`config.mk`:
```
export PLATFORM = sky130hd
export DESIGN_NAME = demux_12_flat
export DESIGN_NICKNAME = d
export VERILOG_FILES = /design/src/rtl/demux_12_pkg.sv /design/src/rtl/demux_12_if.sv /design/src/rtl/demux_12_lane_fifo.sv /design/src/rtl/demux_12.sv /design/src/flat_wrapper.sv
export SDC_FILE = /design/constraint.sdc
export NUM_CORES = 1
export LEC_CHECK = 0
export ABC_AREA = 1
export BUFFER_PORTS_ARGS = -buffer_cell sky130_fd_sc_hd__buf_2
export CAP_MARGIN = 20
export CELL_PAD_IN_SITES_DETAIL_PLACEMENT = 0
export CELL_PAD_IN_SITES_GLOBAL_PLACEMENT = 1
export CORE_MARGIN = 2
export CORE_UTILIZATION = 43
export DETAILED_ROUTE_END_ITERATION = 7
export GPL_ROUTABILITY_DRIVEN = 0
export PLACE_DENSITY_LB_ADDON = 0.1
export SYNTH_ARGS = -nofsm -noshare
export SYNTH_HDL_FRONTEND = slang
export SYNTH_SLANG_ARGS = --single-unit
```
`constraint.sdc`:
```
create_clock -name clk -period 1.9 [get_ports clk]
set_clock_uncertainty 0.15 [all_clocks]
set_input_delay 0.095 -clock clk [delete_from_list [all_inputs] [get_ports clk]]
set_output_delay 0.095 -clock clk [all_outputs]
set_load 0.02 [all_outputs]
```
`src/rtl/demux_12_pkg.sv`:
```
// demux_12_pkg: shared widths, lane type and counter helpers for the demux_12 slice.
package demux_12_pkg;
    localparam int DEF_DATA_W = 4;
    localparam int DEF_DEPTH = 2;
    localparam int CNT_W = 8;
    localparam logic [CNT_W-1:0] CNT_SAT = 8'd255;
    typedef logic lane_t;
    function automatic logic [CNT_W-1:0] sat_inc(input logic [CNT_W-1:0] v);
        return (v == CNT_SAT) ? v : v + 1'b1;
    endfunction
endpackage

```
`src/rtl/demux_12_if.sv`:
```
// demux_12_if: upstream stream plus both lane outputs; count ports exist only with DEMUX_12_STATS_EN.
interface demux_12_if #(parameter int DATA_W = demux_12_pkg::DEF_DATA_W);
    logic              valid_in;
    logic [DATA_W-1:0] data_in;
    logic              ready_in;
    logic [DATA_W-1:0] data_0;
    logic              valid_0;
    logic              ready_0;
    logic [DATA_W-1:0] data_1;
    logic              valid_1;
    logic              ready_1;
`ifdef DEMUX_12_STATS_EN
    logic [demux_12_pkg::CNT_W-1:0] count_0;
    logic [demux_12_pkg::CNT_W-1:0] count_1;
    modport master (output valid_in, data_in, ready_0, ready_1,
                    input ready_in, data_0, valid_0, data_1, valid_1, count_0, count_1);
    modport slave (input valid_in, data_in, ready_0, ready_1,
                   output ready_in, data_0, valid_0, data_1, valid_1, count_0, count_1);
`else
    modport master (output valid_in, data_in, ready_0, ready_1,
                    input ready_in, data_0, valid_0, data_1, valid_1);
    modport slave (input valid_in, data_in, ready_0, ready_1,
                   output ready_in, data_0, valid_0, data_1, valid_1);
`endif
endinterface

```
`src/rtl/demux_12_lane_fifo.sv`:
```
// lane_fifo: small power-of-two FIFO whose head is registered and holds the last popped word when empty.
module lane_fifo #(
    parameter int DATA_W = 4,
    parameter int DEPTH = 2
) (
    input  logic              clk,
    input  logic              reset,
    input  logic              push,
    input  logic              pop,
    input  logic [DATA_W-1:0] din,
    output logic              full,
    output logic              empty,
    output logic [DATA_W-1:0] head
);
    localparam int PW = $clog2(DEPTH);
    logic [DATA_W-1:0] mem_q [DEPTH];
    logic [DATA_W-1:0] mem_d [DEPTH];
    logic [PW-1:0] rd_q, rd_d, wr_q, wr_d;
    logic [PW:0] cnt_q, cnt_d, left;
    logic [DATA_W-1:0] head_q, head_d;
    logic do_push, do_pop;
    assign full = cnt_q == (PW+1)'(DEPTH);
    assign empty = cnt_q == '0;
    assign head = head_q;
    // The next head comes from storage if anything survives the pop, else from the incoming word.
    always_comb begin
        do_push = push && !full;
        do_pop = pop && !empty;
        mem_d = mem_q;
        if (do_push) mem_d[wr_q] = din;
        wr_d = do_push ? wr_q + 1'b1 : wr_q;
        rd_d = do_pop ? rd_q + 1'b1 : rd_q;
        left = cnt_q - {{PW{1'b0}}, do_pop};
        cnt_d = left + {{PW{1'b0}}, do_push};
        head_d = (left != '0) ? mem_q[rd_d] : (do_push ? din : head_q);
    end
    always_ff @(posedge clk or posedge reset) begin
        if (reset) begin
            mem_q <= '{default: '0};
            rd_q <= '0;
            wr_q <= '0;
            cnt_q <= '0;
            head_q <= '0;
        end else begin
            mem_q <= mem_d;
            rd_q <= rd_d;
            wr_q <= wr_d;
            cnt_q <= cnt_d;
            head_q <= head_d;
        end
    end
endmodule

```
`src/rtl/demux_12.sv`:
```
// demux_12: round-robin 1:2 demux feeding two lane FIFOs; DEMUX_12_STATS_EN adds saturating per-lane counters.
module demux_12
    import demux_12_pkg::*;
#(
    parameter int DATA_W = DEF_DATA_W,
    parameter int DEPTH = DEF_DEPTH
) (
    input logic     clk,
    input logic     reset,
    demux_12_if.slave bus
);
    lane_t sel_q, sel_d;
    logic full_0, full_1, empty_0, empty_1, accept, push_0, push_1;
    // A stalled target lane blocks the stream; no pass-through from ready_0/ready_1.
    always_comb begin
        bus.ready_in = sel_q ? !full_1 : !full_0;
        accept = bus.valid_in && bus.ready_in;
        push_0 = accept && (sel_q == 1'b0);
        push_1 = accept && (sel_q == 1'b1);
        sel_d = accept ? ~sel_q : sel_q;
        bus.valid_0 = !empty_0;
        bus.valid_1 = !empty_1;
    end
    always_ff @(posedge clk or posedge reset) begin
        if (reset) sel_q <= 1'b0;
        else sel_q <= sel_d;
    end
    lane_fifo #(.DATA_W(DATA_W), .DEPTH(DEPTH)) u_lane_0 (
        .clk(clk), .reset(reset), .push(push_0), .pop(bus.ready_0), .din(bus.data_in),
        .full(full_0), .empty(empty_0), .head(bus.data_0)
    );
    lane_fifo #(.DATA_W(DATA_W), .DEPTH(DEPTH)) u_lane_1 (
        .clk(clk), .reset(reset), .push(push_1), .pop(bus.ready_1), .din(bus.data_in),
        .full(full_1), .empty(empty_1), .head(bus.data_1)
    );
`ifdef DEMUX_12_STATS_EN
    logic [CNT_W-1:0] count_0_q, count_0_d, count_1_q, count_1_d;
    always_comb begin
        count_0_d = push_0 ? sat_inc(count_0_q) : count_0_q;
        count_1_d = push_1 ? sat_inc(count_1_q) : count_1_q;
        bus.count_0 = count_0_q;
        bus.count_1 = count_1_q;
    end
    always_ff @(posedge clk or posedge reset) begin
        if (reset) begin
            count_0_q <= '0;
            count_1_q <= '0;
        end else begin
            count_0_q <= count_0_d;
            count_1_q <= count_1_d;
        end
    end
`endif
endmodule

```
`src/flat_wrapper.sv`:
```
// flat-port wrapper written by rule: the top's interface ports become plain ports
module demux_12_flat import demux_12_pkg::*;
#(
    parameter int DATA_W = DEF_DATA_W,
    parameter int DEPTH = DEF_DEPTH
)
  (clk, reset, bus_valid_in, bus_data_in, bus_ready_0, bus_ready_1, bus_ready_in, bus_data_0, bus_valid_0, bus_data_1, bus_valid_1);
  demux_12_if #(.DATA_W(DATA_W)) bus_i ();
  input logic clk;
  input logic reset;
  input wire logic [$bits(bus_i.valid_in)-1:0] bus_valid_in;
  input wire logic [$bits(bus_i.data_in)-1:0] bus_data_in;
  input wire logic [$bits(bus_i.ready_0)-1:0] bus_ready_0;
  input wire logic [$bits(bus_i.ready_1)-1:0] bus_ready_1;
  output wire logic [$bits(bus_i.ready_in)-1:0] bus_ready_in;
  output wire logic [$bits(bus_i.data_0)-1:0] bus_data_0;
  output wire logic [$bits(bus_i.valid_0)-1:0] bus_valid_0;
  output wire logic [$bits(bus_i.data_1)-1:0] bus_data_1;
  output wire logic [$bits(bus_i.valid_1)-1:0] bus_valid_1;
  assign bus_i.valid_in = bus_valid_in;
  assign bus_i.data_in = bus_data_in;
  assign bus_i.ready_0 = bus_ready_0;
  assign bus_i.ready_1 = bus_ready_1;
  assign bus_ready_in = bus_i.ready_in;
  assign bus_data_0 = bus_i.data_0;
  assign bus_valid_0 = bus_i.valid_0;
  assign bus_data_1 = bus_i.data_1;
  assign bus_valid_1 = bus_i.valid_1;
  demux_12 #(.DATA_W(DATA_W), .DEPTH(DEPTH)) u_core (.clk(clk), .reset(reset), .bus(bus_i));
endmodule
```
# After elaboration in Yosys (flattened, before gate mapping)
# Index checks and enable logic that the tools add are counted.
totals:
  in_bits: 9
  regBits: 33
  out_inout_bits: 11
op_classes:
  n_reduce_logical: 19
  n_mux: 19
  order_cmp: 6
  n_addsub: 8
  n_eq_ne: 2
  bitwise: 5
op_table:
  columns: ["cell", "n"]
  rows:
  - ["$mux 4", 12]
  - ["$bwmux 8", 2]
  - ["$logic_and 1x1->1", 9]
  - ["$demux 4 s1", 2]
  - ["$ge 2x2->1 const B", 4]
  - ["$not 1->2", 4]
  - ["$reduce_bool 2->1", 4]
  - ["$add 1x1->1 const B", 4]
  - ["$add 2x1->2", 2]
  - ["$eq 2x2->1 const B", 2]
  - ["$logic_not 1->1", 4]
  - ["$logic_not 2->1", 2]
  - ["$lt 2x1->1 const B", 2]
  - ["$sub 2x1->2", 2]
  - ["$mux 1", 3]
  - ["$not 1->1", 1]

# Longest topological paths before layout
depth:
  word_depth: 9
  ltp_mapped: 9
  ltp_nobuf: 9

# Hierarchy
# A second synthesis with hierarchy kept.
hier_totals:
  cells_unflattened: 209
  area_unflattened_um2: 1786.7
by_module_without_submodules:
  columns: ["module", "instances", "cells_per_inst", "seq_area_each_um2", "area_per_inst_um2"]
  rows:
  - ["lane_fifo at u_core.u_lane_1", 1, 98, 400.4, 854.6]
  - ["lane_fifo at u_core.u_lane_0", 1, 97, 400.4, 848.3]
  - ["demux_12", 1, 14, 25.0, 83.8]

# Least setup slack after synthesis
# OpenSTA, ideal clock, no wires.
synth_timing:
  kind: "flip-flop to flip-flop"
  startpoint: "register u_core.u_lane_1.cnt_q[0]"
  endpoint: "register u_core.u_lane_1.head_q[1] (netlist: u_core.u_lane_1.head[1])"
  t_arrival_ps: 1414
  n_path_buf: 0
  period_less_slack_ps: 1680
  setup_ps: 117
  path_stages_with_launch: 9
  setup_slack_ps: 220
  required_time_ps: 1633
  cell_sequence: "dfrtp_1 o21ai_1 inv_1 ha_1 inv_1 nor2_1 o21ai_0 nand2_1 nand2_1"
synth_between:
  elab_chain_len: 9
  word_cells_on_any_way: 18
  cone_classes: "1 x add/sub; 1 x eq/ne; 6 x mux; 1 x bitwise; 9 x reduce/logical"
synth_rtl:
  columns: ["element", "line_no", "source"]
  rows:
  - ["from (decl)", "demux_12_lane_fifo.sv:19", "logic [PW:0] cnt_q, cnt_d, left;"]
  - ["from (signal assigned)", "demux_12_lane_fifo.sv:48", "cnt_q <= cnt_d;"]
  - ["$logic_not 2->1", "demux_12_lane_fifo.sv:23", "assign empty = cnt_q == '0;"]
  - ["$logic_not 1->1", "demux_12_lane_fifo.sv:28", "do_pop = pop && !empty;"]
  - ["$logic_and 1x1->1", "demux_12_lane_fifo.sv:28", null]
  - ["$mux 1", "demux_12_lane_fifo.sv:32", "rd_d = do_pop ? rd_q + 1'b1 : rd_q;"]
  - ["$not 1->2 (implied by the code)", "demux_12_lane_fifo.sv:35", "head_d = (left != '0) ? mem_q[rd_d] : (do_push ? din : head_q);"]
  - ["$mux 4 (implied by the code) (3 in a row)", "demux_12_lane_fifo.sv:35", null]
  - ["$mux 4", "demux_12_lane_fifo.sv:35", null]
  - ["to (signal assigned)", "demux_12_lane_fifo.sv:43", "head_q <= '0;"]
  - ["to (signal assigned)", "demux_12_lane_fifo.sv:49", "head_q <= head_d;"]
  - ["to (decl)", "demux_12_lane_fifo.sv:20", "logic [DATA_W-1:0] head_q, head_d;"]
# Parallel ways exist; a longest one is shown, timed or not. The select of a mux whose other input is x is not followed.
# A chain may end at the register's enable or synchronous reset.

# Worst setup path in the final report
# Same ends and word-level chain as after synthesis.

==> summary.txt <==
STA
  • Relative slew margins: 71.8%
  • Hold WS: ~0.042 ns
  • Final setup viols: 0
  • Final Cycle Share: 90.8%
  • Slew Viols, Final: 0
  • Fmax: between 500 and 600 MHz
  • Tmin final: between 1.5 and 2 ns
  • Least-Margin Pin Slew: between 0.4 and 0.5 ns
  • Final hold vios: 0

Final layout
  • Layout Cells excl Fill: 272
  • Commonest non-fill, non-tap cells in the layout: nand2_1 (45), dfrtp_1 (31), nand3_1 (29), inv_1 (22), buf_2 (19)
  • Final #Nets: approximately 240
  • # fillers: around 370
  • Footprint of the multi-input gates: 747 sq um
  • FF/Latch Area: approximately 830 sq um
  • Antenna fix cells: 0
  • Final Cell Area: 2000 sq um
  • Layout cells sized above 1: between 20% and 30%
  • Leading cell type in the layout, fill and taps excluded: nand2_1
  • Area grow syn2layout: 19.7%
  • Fin util: a little over half

Detailed routing
  • WL final: ~3500 microns
  • Drt via density: a little under 5
  • Remaining routing DRC violations: 0
  • DR WL/cell: ~13 microns
  • Vias: about 1,300
  • Initial DRC count: 54
  • Antenna Nets Post-Route: 0
  • Pre-antenna DRT Iters: 4

GRT
  • Grt total ovfl: 0
  • Initial antenna violation count: 0
  • Vias in the first global route: around 1,400
  • Total Routing Usage GR: between 10% and 20%
  • First-pass GRT wire length: about 6400 microns
  • Pin count of the biggest net entering global routing: 34

Die
  • Cell Rows: 22
  • Die width: roughly 66 microns
  • Number of I/O pins: 20
  • Full die area: 4400 sq um
  • Initial core utilization: a little under half
  • Core ar.: 3690 sq um
  • Die height: around 66 microns

CTS
  • H-tree depth: 2
  • CTS buffer count: 5
  • Clk Latency, worst-skew pair: 0.28 ns
  • Clock Path Buffers: 2
  • Clock-pin slew on the worst setup and hold paths: 0.07 ns
  • Clock sink count: 33
  • Clock Root Buffer: clkbuf_8
  • CTS tree: done

Logic synthesis
  • Yosys warning total: 0
  • Post-synthesis sequential area ratio: about half
  • Syn nets: a little over 200
  • Mapped cell area: 1670 sq um
  • Number of synthesized register bits: 33
  • Avg Cell Area, Syn: slightly below 9 sq um
  • Library cells used by synthesis: 22
  • Cells after synthesis: between 150 and 200

Setup path
  • Crit end category: flop
  • Required time worst endpoint: between 1.5 and 2 ns
  • Startpoint class of the critical path: flop
  • Worst R2R Setup Slack: about 0.17 ns
  • Critical path type: flop to flop
  • Max FO, Critical Path: 4
  • Worst Path Arrival: ~1.8 ns

Power and ir drop
  • Peak supply drop: 0.647 mV
  • Pleak: 1.03 nW
  • Overall power: 3.74 mW
  • PD cells: 1870 nW/um^2

Flow run
  • Total of max-cap violations: 0

Min path
  • HP Class: input pin to flop

Place
  • Detailed placement HPWL: around 2600 microns
  • Placed instance count: between 200 and 300
  • Placed inst area: 1840 sq um
  • IO Port Bufs: 19

Run status
  • Status: completed
## per-layer routing
metal	global-route usage, %	share of wire [%]	up-vias
met5	0	0	-
met4	6.12	1.2	0
met3	3.58	3.1	6
met2	30.4	44	18
met1	27.0	51	627
li1	-	-	676
## synth_stat cells
master    count  area [sq um]
inv_1        22          82.6
nand2_1      45           169
buf_6         1          11.3
nand3b_1      2          15.0
o211ai_2      2          25.0
nor2_2        1          6.26
nor2_1        2          7.51
xor2_1        3          26.3
o21ai_2       3          26.3
ha_1          4          50.1
nor2_4        4          45.0
inv_2         6          22.5
xor2_2        1          16.3
nand3_2       2          20.0
dfrtp_1      33           826
o21ai_0       8          40.0
nand2_4       3          33.8
o21ai_1      11          55.1
nand2_2       4          25.0
o21a_1        2          15.0
or2_1         1          6.26
nand3_1      29           145
## report_power, final
part / internal (mW) / switching (mW) / total [mW]
sequential: 1.07 / 0.217 / 1.29
combinational: 0.709 / 1.24 / 1.95
clock: 0.254 / 0.248 / 0.501
## worst paths after layout
check	from	end	cells after the start
max	u_core.u_lane_1.cnt_q[0]$_DFF_PP0_	u_core.u_lane_1.head[1]$_DFFE_PP0P_	8
min	bus_valid_in	u_core.u_lane_1.wr_q$_DFFE_PP0P_	4
max reg2reg	u_core.u_lane_1.cnt_q[0]$_DFF_PP0_	u_core.u_lane_1.head[1]$_DFFE_PP0P_	8
min reg2reg	u_core.u_lane_0.head[3]$_DFFE_PP0P_	u_core.u_lane_0.head[3]$_DFFE_PP0P_	2
max in group asynchronous	reset	u_core.u_lane_0.cnt_q[1]$_DFF_PP0_	4
min in group asynchronous	reset	u_core.u_lane_1.mem_q[0]$_DFFE_PP0P_	4
## timing repair
action | 4_1_cts | 5_1_grt
resized for setup | 2 | 5
setup buffers | 0 | 1
endpoints found under the hold margin | 38 | 0
pin swaps | 0 | 2
hold buffers | 5 | 0
setup endpoints to repair | 2 | 8
## critical path: stages (launching register included)
cell	delay (ns)
dfrtp_2	0.44
o21ai_2	0.16
inv_1	0.06
ha_1	0.33
inv_1	0.08
nor2_2	0.17
o21ai_0	0.10
nand2_1	0.08
nand2_1	0.05
## flip-flops by register name, indices dropped and copies added, names as in the netlist, 2 cells and up
signal / cells
u_core.u_lane_0.head: 4
u_core.u_lane_1.head: 4
u_core.u_lane_0.mem_q: 8
u_core.u_lane_1.cnt_q: 2
u_core.u_lane_1.mem_q: 8
u_core.u_lane_0.cnt_q: 2
## layout make-up
| type | count | area share, % |
|---|---|---|
| tap | 48 | 3.01 |
| timing repair buffer | 28 | 8.77 |
| sequential | 33 | 41.5 |
| clock inverter | 2 | 0.501 |
| inverter | 28 | 5.26 |
| multi-input combinational | 127 | 37.4 |
| clock buffer | 6 | 3.63 |
## cell families (layout without fill, tap and decap cells)
kind of cell | count (synthesis) | after routing | share of synthesized area [%]
compound gates | 26 | 26 | 9.67
xor+xnor | 4 | 4 | 2.55
fa+ha+maj | 4 | 4 | 3.00
buf+inv | 29 | 64 | 6.97
flops | 33 | 33 | 49.5
simple gates | 93 | 93 | 28.3
## through the flow
| step | setup TNS [ns] | setup slack (ns) |
|---|---|---|
| 6_report | 0 | 0.174 |
| 5_1_grt | -0.00556 | -0.00556 |
| 4_1_cts | 0 | 0.0518 |
| 3_5_place_dp | 0 | 0.00930 |
| 3_3_place_gp | 0 | 0.0375 |
| 2_1_floorplan | 0 | 0.220 |
Power figures use the tool's default switching activity.
